<file path="config.mk">
export PLATFORM = sky130hd
export DESIGN_NAME = if_stage
export DESIGN_NICKNAME = d
export VERILOG_FILES = /design/src/rtl/if_stage_pkg.sv /design/src/rtl/if_stage_ifid_reg.sv /design/src/rtl/if_stage.sv
export SDC_FILE = /design/constraint.sdc
export NUM_CORES = 1
export LEC_CHECK = 0
export ABC_AREA = 1
export BUFFER_PORTS_ARGS = -buffer_cell sky130_fd_sc_hd__buf_2
export CORE_AREA = 2 2 128 130
export DETAILED_ROUTE_END_ITERATION = 12
export DIE_AREA = 0 0 130 132
export GPL_TIMING_DRIVEN = 0
export PLACE_DENSITY_LB_ADDON = 0.1
export SLEW_MARGIN = 20
export SYNTH_ARGS = -nofsm -noshare
export SYNTH_HDL_FRONTEND = slang
export SYNTH_SLANG_ARGS = --single-unit
export TNS_END_PERCENT = 50
</file>
<file path="constraint.sdc">
create_clock -name clk -period 2.8 [get_ports clk]
set_input_delay 0.84 -clock clk [delete_from_list [all_inputs] [get_ports clk]]
set_output_delay 0.84 -clock clk [all_outputs]
set_load 0.01 [all_outputs]
</file>
<file path="src/rtl/if_stage_pkg.sv">
// Shared fetch-stage definitions: PCSrc encodings used by both the ID decoder
// and the fetch stage, the reset/bubble constants and the jump-target helper.
package if_stage_pkg;

  localparam logic [1:0] PCSRC_SEQ = 2'b00;
  localparam logic [1:0] PCSRC_BR  = 2'b01;
  localparam logic [1:0] PCSRC_J   = 2'b10;
  localparam logic [1:0] PCSRC_JR  = 2'b11;

  localparam logic [31:0] RESET_PC  = 32'h0000_0000;
  localparam logic [31:0] NOP_INSTR = 32'h0000_0000;  // sll $0,$0,0

  // Source of the next PC, listed oldest-instruction-first.
  typedef enum logic [2:0] {
    SEL_BRANCH,
    SEL_STALL,
    SEL_JUMP,
    SEL_JR,
    SEL_SEQ
  } nextSel_t;

  function automatic logic [31:0] jumpTarget(input logic [31:0] pcPlus4,
                                             input logic [31:0] instr);
    return {pcPlus4[31:28], instr[25:0], 2'b00};
  endfunction

endpackage

</file>
<file path="src/rtl/if_stage_ifid_reg.sv">
// IF/ID pipeline register: hold on stall, clear to a bubble on flush.
// A bubble keeps the PC+4 of the fetch it discarded.
module ifid_reg #(
  parameter logic [31:0] NOP_INSTR = if_stage_pkg::NOP_INSTR
) (
  input  logic        clk,
  input  logic        reset,
  input  logic        hold,
  input  logic        flush,
  input  logic [31:0] fetchInstr,
  input  logic [31:0] fetchPcPlus4,
  output logic [31:0] instruction,
  output logic [31:0] pcPlus4,
  output logic        valid
);

  import if_stage_pkg::*;

  // Flush wins over hold: a taken branch squashes even a stalled slot.
  always_ff @(posedge clk or negedge reset) begin
    if (!reset) begin
      instruction <= NOP_INSTR;
      pcPlus4     <= 32'h0000_0000;
      valid       <= 1'b0;
    end else if (flush) begin
      instruction <= NOP_INSTR;
      pcPlus4     <= fetchPcPlus4;
      valid       <= 1'b0;
    end else if (!hold) begin
      instruction <= fetchInstr;
      pcPlus4     <= fetchPcPlus4;
      valid       <= 1'b1;
    end
  end

endmodule

</file>
<file path="src/rtl/if_stage.sv">
// Instruction-fetch stage: PC register, next-PC priority select and the
// IF/ID register. Instruction memory is read combinationally at the PC.
module if_stage #(
  parameter logic [31:0] RESET_PC  = if_stage_pkg::RESET_PC,
  parameter logic [31:0] NOP_INSTR = if_stage_pkg::NOP_INSTR
) (
  input  logic        clk,
  input  logic        reset,
  output logic [31:0] Imem_Addr,
  input  logic [31:0] Imem_Data,
  input  logic [1:0]  ID_PCSrc,
  input  logic [31:0] ID_JrTarget,
  input  logic        EX_BranchTaken,
  input  logic [31:0] EX_BranchTarget,
  input  logic        Stall,
  output logic [31:0] IFID_Instruction,
  output logic [31:0] IFID_PC_plus4,
  output logic        IFID_Valid,
  output logic        Flush_ID
);

  import if_stage_pkg::*;

  logic [31:0] pcReg;
  logic [31:0] pcNext;
  logic [31:0] pcPlus4;
  logic [31:0] jumpAddr;
  nextSel_t    nextSel;
  logic        flushNow;

  assign Imem_Addr = pcReg;
  assign pcPlus4   = pcReg + 32'd4;
  assign jumpAddr  = jumpTarget(IFID_PC_plus4, IFID_Instruction);

  // The EX branch is older than anything in ID, so it beats stall and jumps.
  // Redirects from a bubble are ignored; PCSRC_BR falls through to sequential.
  always_comb begin
    nextSel = SEL_SEQ;
    if (EX_BranchTaken)
      nextSel = SEL_BRANCH;
    else if (Stall)
      nextSel = SEL_STALL;
    else if (IFID_Valid && ID_PCSrc == PCSRC_J)
      nextSel = SEL_JUMP;
    else if (IFID_Valid && ID_PCSrc == PCSRC_JR)
      nextSel = SEL_JR;
  end

  always_comb begin
    pcNext = pcPlus4;
    case (nextSel)
      SEL_BRANCH: pcNext = EX_BranchTarget;
      SEL_STALL:  pcNext = pcReg;
      SEL_JUMP:   pcNext = jumpAddr;
      SEL_JR:     pcNext = ID_JrTarget;
      default:    pcNext = pcPlus4;
    endcase
  end

  assign flushNow = (nextSel == SEL_BRANCH) || (nextSel == SEL_JUMP) ||
                    (nextSel == SEL_JR);
  assign Flush_ID = flushNow;

  always_ff @(posedge clk or negedge reset) begin
    if (!reset)
      pcReg <= RESET_PC;
    else
      pcReg <= pcNext;
  end

  ifid_reg #(
    .NOP_INSTR(NOP_INSTR)
  ) ifidReg (
    .clk         (clk),
    .reset       (reset),
    .hold        (Stall),
    .flush       (flushNow),
    .fetchInstr  (Imem_Data),
    .fetchPcPlus4(pcPlus4),
    .instruction (IFID_Instruction),
    .pcPlus4     (IFID_PC_plus4),
    .valid       (IFID_Valid)
  );

endmodule
</file>
==> flow_metrics.env, run 1 <==
export IMPL_grt_overflow_total=0
export IMPL_drt_iter0_drc=343
export IMPL_ir_drop_mv=0.270
export IMPL_synth_nets=824
export IMPL_critPathBufInv=3
export IMPL_fin_ws_ns=0.207
export IMPL_n_fill_cell=1697
export IMPL_slowest_delay_ns=0.22
export IMPL_post_drt_wl_per_cell_um=17.4
export IMPL_route_final_wire_length_um=20100
export IMPL_cts_max_level=3
export IMPL_ys_ff_latch=97
export IMPL_dpl_hpwl_um=15900
export IMPL_io_pins=200
export IMPL_grt_pass1_wl_um=30900
export IMPL_drive_above_1_share=0.269
export IMPL_synth_cell_types=28
export IMPL_cts_buffers=9
export IMPL_insertion_delay_ns=0.35
export IMPL_area_delta_synth_final_pct=30.4
export IMPL_grt_max_degree=71
export IMPL_worstPathMaxFanout=8
export IMPL_rows=46
export IMPL_clk_path_buf_depth=2
export IMPL_yosysSeqAreaShare=0.459
export IMPL_reg2regPathDepth=8
export IMPL_reg2reg_to="Imem_Addr[18]$_DFFE_PN0N_"
export IMPL_cts_hold_buf=0
export IMPL_postCtsSetupBuffers=0
export IMPL_cp_required_ns=1.96
export IMPL_multi_input_area_mm2=0.00252
export IMPL_p_per_area_mw_per_mm2=569
export IMPL_run_status="finished, final reports clean"
export IMPL_fin_tns_setup_ns=0
export IMPL_rrSetupSlack_ns=0.85
export IMPL_grtUsageTotal=0.237
export IMPL_vias_per_cell=4.82
export IMPL_power_leakage_nw=3.63
export IMPL_arrival_ns=1.75
export IMPL_core_area_mm2=0.0157
export IMPL_worstHoldPathType="input port to async pin"
export IMPL_finalHoldViolations=0
export IMPL_initial_utilization=0.337
export IMPL_tightest_slew_ns=0.640
export IMPL_antenna_found_initial=0
export IMPL_crit_family="simple AND/OR/NAND/NOR gates"
export IMPL_crit_slowest_cell="nand2_1"
export IMPL_layout_area_seq_mm2=0.00243
export IMPL_ys_flop_type="dfrtp_1"
export IMPL_antenna_cells=0
export IMPL_cts_tree="built"
export IMPL_worstSetupPathType="input port to output port"
export IMPL_dieArea_mm2=0.0172
export IMPL_grt_pass1_vias=5480
export IMPL_cp_depth=6
export IMPL_finalMaxSlewViolations=0
export IMPL_fin_nets=1035
export IMPL_final_cell_mix="301 x nand2_1, 213 x buf_2, 97 x dfrtp_1"
export IMPL_slew_headroom=0.573
export IMPL_fp_dieW_um=130
export IMPL_synth_largest_area_cell="dfrtp_1"
export IMPL_syn_avg_cell_area_um2=7.34
export IMPL_r2r_start="Imem_Addr[2]$_DFFE_PN0N_"
export IMPL_route_vias_total=5558
export IMPL_clock_fmax_mhz=386
export IMPL_portBuffers=199
export IMPL_netlist_area_mm2=0.00529
export IMPL_path_cells="buf_2, nand2_1, inv_1, nand2_4, nand2_2, buf_2"
export IMPL_drc=0
export IMPL_cts_sinks=97
export IMPL_ant_nets=0
export IMPL_dieHeight_um=132
export IMPL_clk_pin_slew_worst_paths_ns=0.07
export IMPL_cp_end_kind="output port"
export IMPL_cts_resized=0
export IMPL_power_w=0.00392
export IMPL_synth_area_top_cells="dfrtp_1 46%, nand2_1 21%, nand3_1 6.1%, a32o_1 4.9%, nor2_1 4.5%"
export IMPL_fin_util=0.439
export IMPL_netlist_area_leader_share=0.459
export IMPL_gp_congestion=0.901
export IMPL_dr_pass1_iters=5
export IMPL_skew_ns=0.00696
export IMPL_crit_path_start="ID_PCSrc[1]"
export IMPL_min_period_over_period=0.926
export IMPL_final_common_cell="nand2_1"
export IMPL_setup_viol=0
export IMPL_rsz0062_at_grt="false"
export IMPL_max_cap_violations=0
export IMPL_cts_root_buf="clkbuf_16"
export IMPL_fin_crit_ns=2.59
export IMPL_crit_path_start_kind="input port"
export IMPL_worst_path_most_repeated_cell="buf_2"
export IMPL_synthCells=721
export IMPL_ys_async_sr_fraction=1.00
export IMPL_yosys_warnings=0
export IMPL_preCtsSetupSlack_ns=0.185
export IMPL_synth_edf_count=0
[power breakdown]
part	total [W]	switching [W]	internal, W
combinational	0.000878	0.000541	0.000337
clock	0.00132	0.000573	0.000743
sequential	0.00173	0.000166	0.00156
total	0.00392	0.00128	0.00264
[synth_stat cells (all sizes together), types with 2 or more instances]
| master | n |
|---|---|
| a21oi | 19 |
| a32o | 26 |
| buf | 22 |
| clkbuf | 12 |
| dfrtp | 97 |
| inv | 44 |
| nand2 | 304 |
| nand3 | 65 |
| nand4 | 3 |
| nor2 | 73 |
| o21ai | 41 |
| o21bai | 2 |
| xnor2 | 4 |
| xor2 | 5 |
[cells by family (layout without fill, tap and decap cells)]
kind of cell / count (synthesis) / in the layout / synth area share
AOI/OAI and AO/OA: 91 / 91 / 0.113
xor gates and xnor gates: 9 / 9 / 0.0149
adders and majority gates: 1 / 1 / 0.00236
buffers and inverters: 78 / 294 / 0.0648
DFF: 97 / 97 / 0.459
and+or+nand+nor: 445 / 445 / 0.346
[worst max path at each step]
stage,to
6_report,Flush_ID
4_1_cts,Flush_ID
3_3_place_gp,ifidReg.instruction[26]$_DFFE_PN0P_
5_1_grt,Flush_ID
3_5_place_dp,Flush_ID
2_1_floorplan,Flush_ID
[final cells by class]
| type | instances | area share |
|---|---|---|
| inverters | 44 | 0.0239 |
| repair buffers | 200 | 0.149 |
| well taps | 216 | 0.0392 |
| clock buffers | 12 | 0.0372 |
| clock inverters | 4 | 0.00743 |
| multi-input cells | 546 | 0.366 |
| plain buffers | 34 | 0.0257 |
| flip-flops and latches | 97 | 0.352 |
[routing by layer]
| layer | vias to the layer above | GRT usage | share of wire |
|---|---|---|---|
| met5 | - | 0 | 0 |
| met4 | 0 | 0.0657 | 0.016 |
| met3 | 18 | 0.0540 | 0.064 |
| met2 | 177 | 0.383 | 0.47 |
| met1 | 2609 | 0.317 | 0.45 |
| li1 | 2754 | - | - |
[per-stage QoR]
stage                     area, µm²  cells  hold WS (ns)
after CTS                      6900   1153         0.355
after floorplan                5290    721         0.465
after global routing           6900   1153         0.365
after detailed placement       6590   1137         0.460
after global placement         6560   1136         0.460
final                          6900   1153         0.344
[registers in the layout, summed over array words and instances, names as in the netlist]
register / cells
Imem_Addr: 32
ifidReg.valid: 1
ifidReg.pcPlus4: 32
ifidReg.instruction: 32
Power figures use the tool's default switching activity.
==> inputs of run 2 (changes only) <==
--- a/config.mk
+++ b/config.mk
@@ -8,6 +8,7 @@
 export ABC_AREA = 1
 export BUFFER_PORTS_ARGS = -buffer_cell sky130_fd_sc_hd__buf_2
 export CORE_AREA = 2 2 128 130
+export CTS_BUF_LIST = sky130_fd_sc_hd__clkbuf_4
 export DETAILED_ROUTE_END_ITERATION = 12
 export DIE_AREA = 0 0 130 132
 export GPL_TIMING_DRIVEN = 0
==> flow_metrics.env, run 2 (synthesized netlist as in run 1, its figures left out) <==
export IMPL_setup_viol=0
export IMPL_p_per_area_mw_per_mm2=506
export IMPL_arrival_ns=1.79
export IMPL_worstHoldPathType="input port to async pin"
export IMPL_antenna_found_initial=1
export IMPL_fin_crit_ns=2.63
export IMPL_max_cap_violations=0
export IMPL_grt_pass1_wl_um=30900
export IMPL_cts_sinks=97
export IMPL_slew_headroom=0.578
export IMPL_power_leakage_nw=3.55
export IMPL_worstPathMaxFanout=8
export IMPL_n_fill_cell=1714
export IMPL_vias_per_cell=4.80
export IMPL_reg2reg_to="Imem_Addr[18]$_DFFE_PN0N_"
export IMPL_cts_resized=0
export IMPL_skew_ns=0.0261
export IMPL_final_cell_mix="301 x nand2_1, 213 x buf_2, 97 x dfrtp_1"
export IMPL_clk_path_buf_depth=2
export IMPL_reg2regPathDepth=8
export IMPL_crit_path_start_kind="register"
export IMPL_rows=46
export IMPL_portBuffers=199
export IMPL_drive_above_1_share=0.268
export IMPL_finalHoldViolations=0
export IMPL_dieArea_mm2=0.0172
export IMPL_rsz0062_at_grt="false"
export IMPL_cts_tree="built"
export IMPL_core_area_mm2=0.0157
export IMPL_insertion_delay_ns=0.49
export IMPL_io_pins=200
export IMPL_ant_nets=0
export IMPL_fin_nets=1035
export IMPL_grt_overflow_total=0
export IMPL_clk_pin_slew_worst_paths_ns=0.16
export IMPL_ir_drop_mv=0.220
export IMPL_r2r_start="Imem_Addr[2]$_DFFE_PN0N_"
export IMPL_rrSetupSlack_ns=0.81
export IMPL_cts_root_buf="clkbuf_4"
export IMPL_multi_input_area_mm2=0.00252
export IMPL_grt_pass1_vias=5507
export IMPL_initial_utilization=0.337
export IMPL_finalMaxSlewViolations=0
export IMPL_min_period_over_period=0.940
export IMPL_cts_max_level=3
export IMPL_gp_congestion=0.901
export IMPL_fp_dieW_um=130
export IMPL_cts_hold_buf=0
export IMPL_power_w=0.00340
export IMPL_area_delta_synth_final_pct=27.1
export IMPL_route_final_wire_length_um=20000
export IMPL_tightest_slew_ns=0.633
export IMPL_dr_pass1_iters=5
export IMPL_dieHeight_um=132
export IMPL_fin_util=0.428
export IMPL_clock_fmax_mhz=380
export IMPL_cp_end_kind="output port"
export IMPL_layout_area_seq_mm2=0.00243
export IMPL_cts_buffers=9
export IMPL_route_vias_total=5542
export IMPL_run_status="finished, final reports clean"
export IMPL_postCtsSetupBuffers=0
export IMPL_grt_max_degree=71
export IMPL_grtUsageTotal=0.236
export IMPL_cp_required_ns=1.96
export IMPL_post_drt_wl_per_cell_um=17.4
export IMPL_drc=0
export IMPL_drt_iter0_drc=307
export IMPL_worstSetupPathType="register to output port"
export IMPL_dpl_hpwl_um=15900
export IMPL_final_common_cell="nand2_1"
## run 2: changes by cell type in the layout (fill, tap and decap cells not counted), sizes merged
cell | previous run | this run
clkbuf | 24 | 22
clkinv | 2 | 4
diode | 0 | 1
## run 2: worst max-delay path: stages (launching register included)
cell and delay [ns]:
dfrtp_1 0.44, nand2_1 0.26, inv_1 0.12, nand2_4 0.13, nand2_2 0.16, buf_2 0.19
## run 2: layout make-up
class                      instances  share of cell area
inverter                          44              0.0245
tap                              216              0.0402
buffer                            34              0.0264
antenna                            1            0.000372
timing repair buffer             200               0.153
sequential                        97               0.361
multi-input combinational        546               0.375
clock inverter                     6             0.00874
clock buffer                      10              0.0112
## run 2: worst max path at each step
stage | start | to | slack (ns) | cells past startpoint
6_report | ifidReg.valid$_DFFE_PN0P_ | Flush_ID | 0.17 | 5
5_1_grt | ifidReg.valid$_DFFE_PN0P_ | Flush_ID | 0.10 | 5
4_1_cts | ifidReg.valid$_DFFE_PN0P_ | Flush_ID | 0.14 | 5
3_5_place_dp | ID_PCSrc[1] | Flush_ID | 0.19 | 6
3_3_place_gp | reset | ifidReg.instruction[26]$_DFFE_PN0P_ | -0.26 | 1
2_1_floorplan | EX_BranchTaken | Flush_ID | 0.65 | 4
## run 2: per-layer routing
| layer | share of wire | global-route usage | up-vias |
|---|---|---|---|
| li1 | - | - | 2763 |
| met1 | 0.45 | 0.316 | 2574 |
| met2 | 0.47 | 0.380 | 182 |
| met3 | 0.068 | 0.0552 | 23 |
| met4 | 0.017 | 0.0699 | 0 |
| met5 | 0 | 0 | - |
## run 2: power by group
part	internal (W)	switching (W)
clock network	0.000277	0.000520
logic	0.000337	0.000541
registers	0.00156	0.000166
## run 2: metrics by stage
stage | setup slack, ns | hold WS (ns) | instance area [µm²] | instances | setup TNS [ns]
3_3_place_gp | -0.255 | 0.460 | 6560 | 1136 | -23.76
5_1_grt | 0.102 | 0.194 | 6730 | 1154 | 0
6_report | 0.169 | 0.195 | 6730 | 1154 | 0
3_5_place_dp | 0.185 | 0.460 | 6590 | 1137 | 0
2_1_floorplan | 0.651 | 0.465 | 5290 | 721 | 0
4_1_cts | 0.137 | 0.187 | 6730 | 1153 | 0
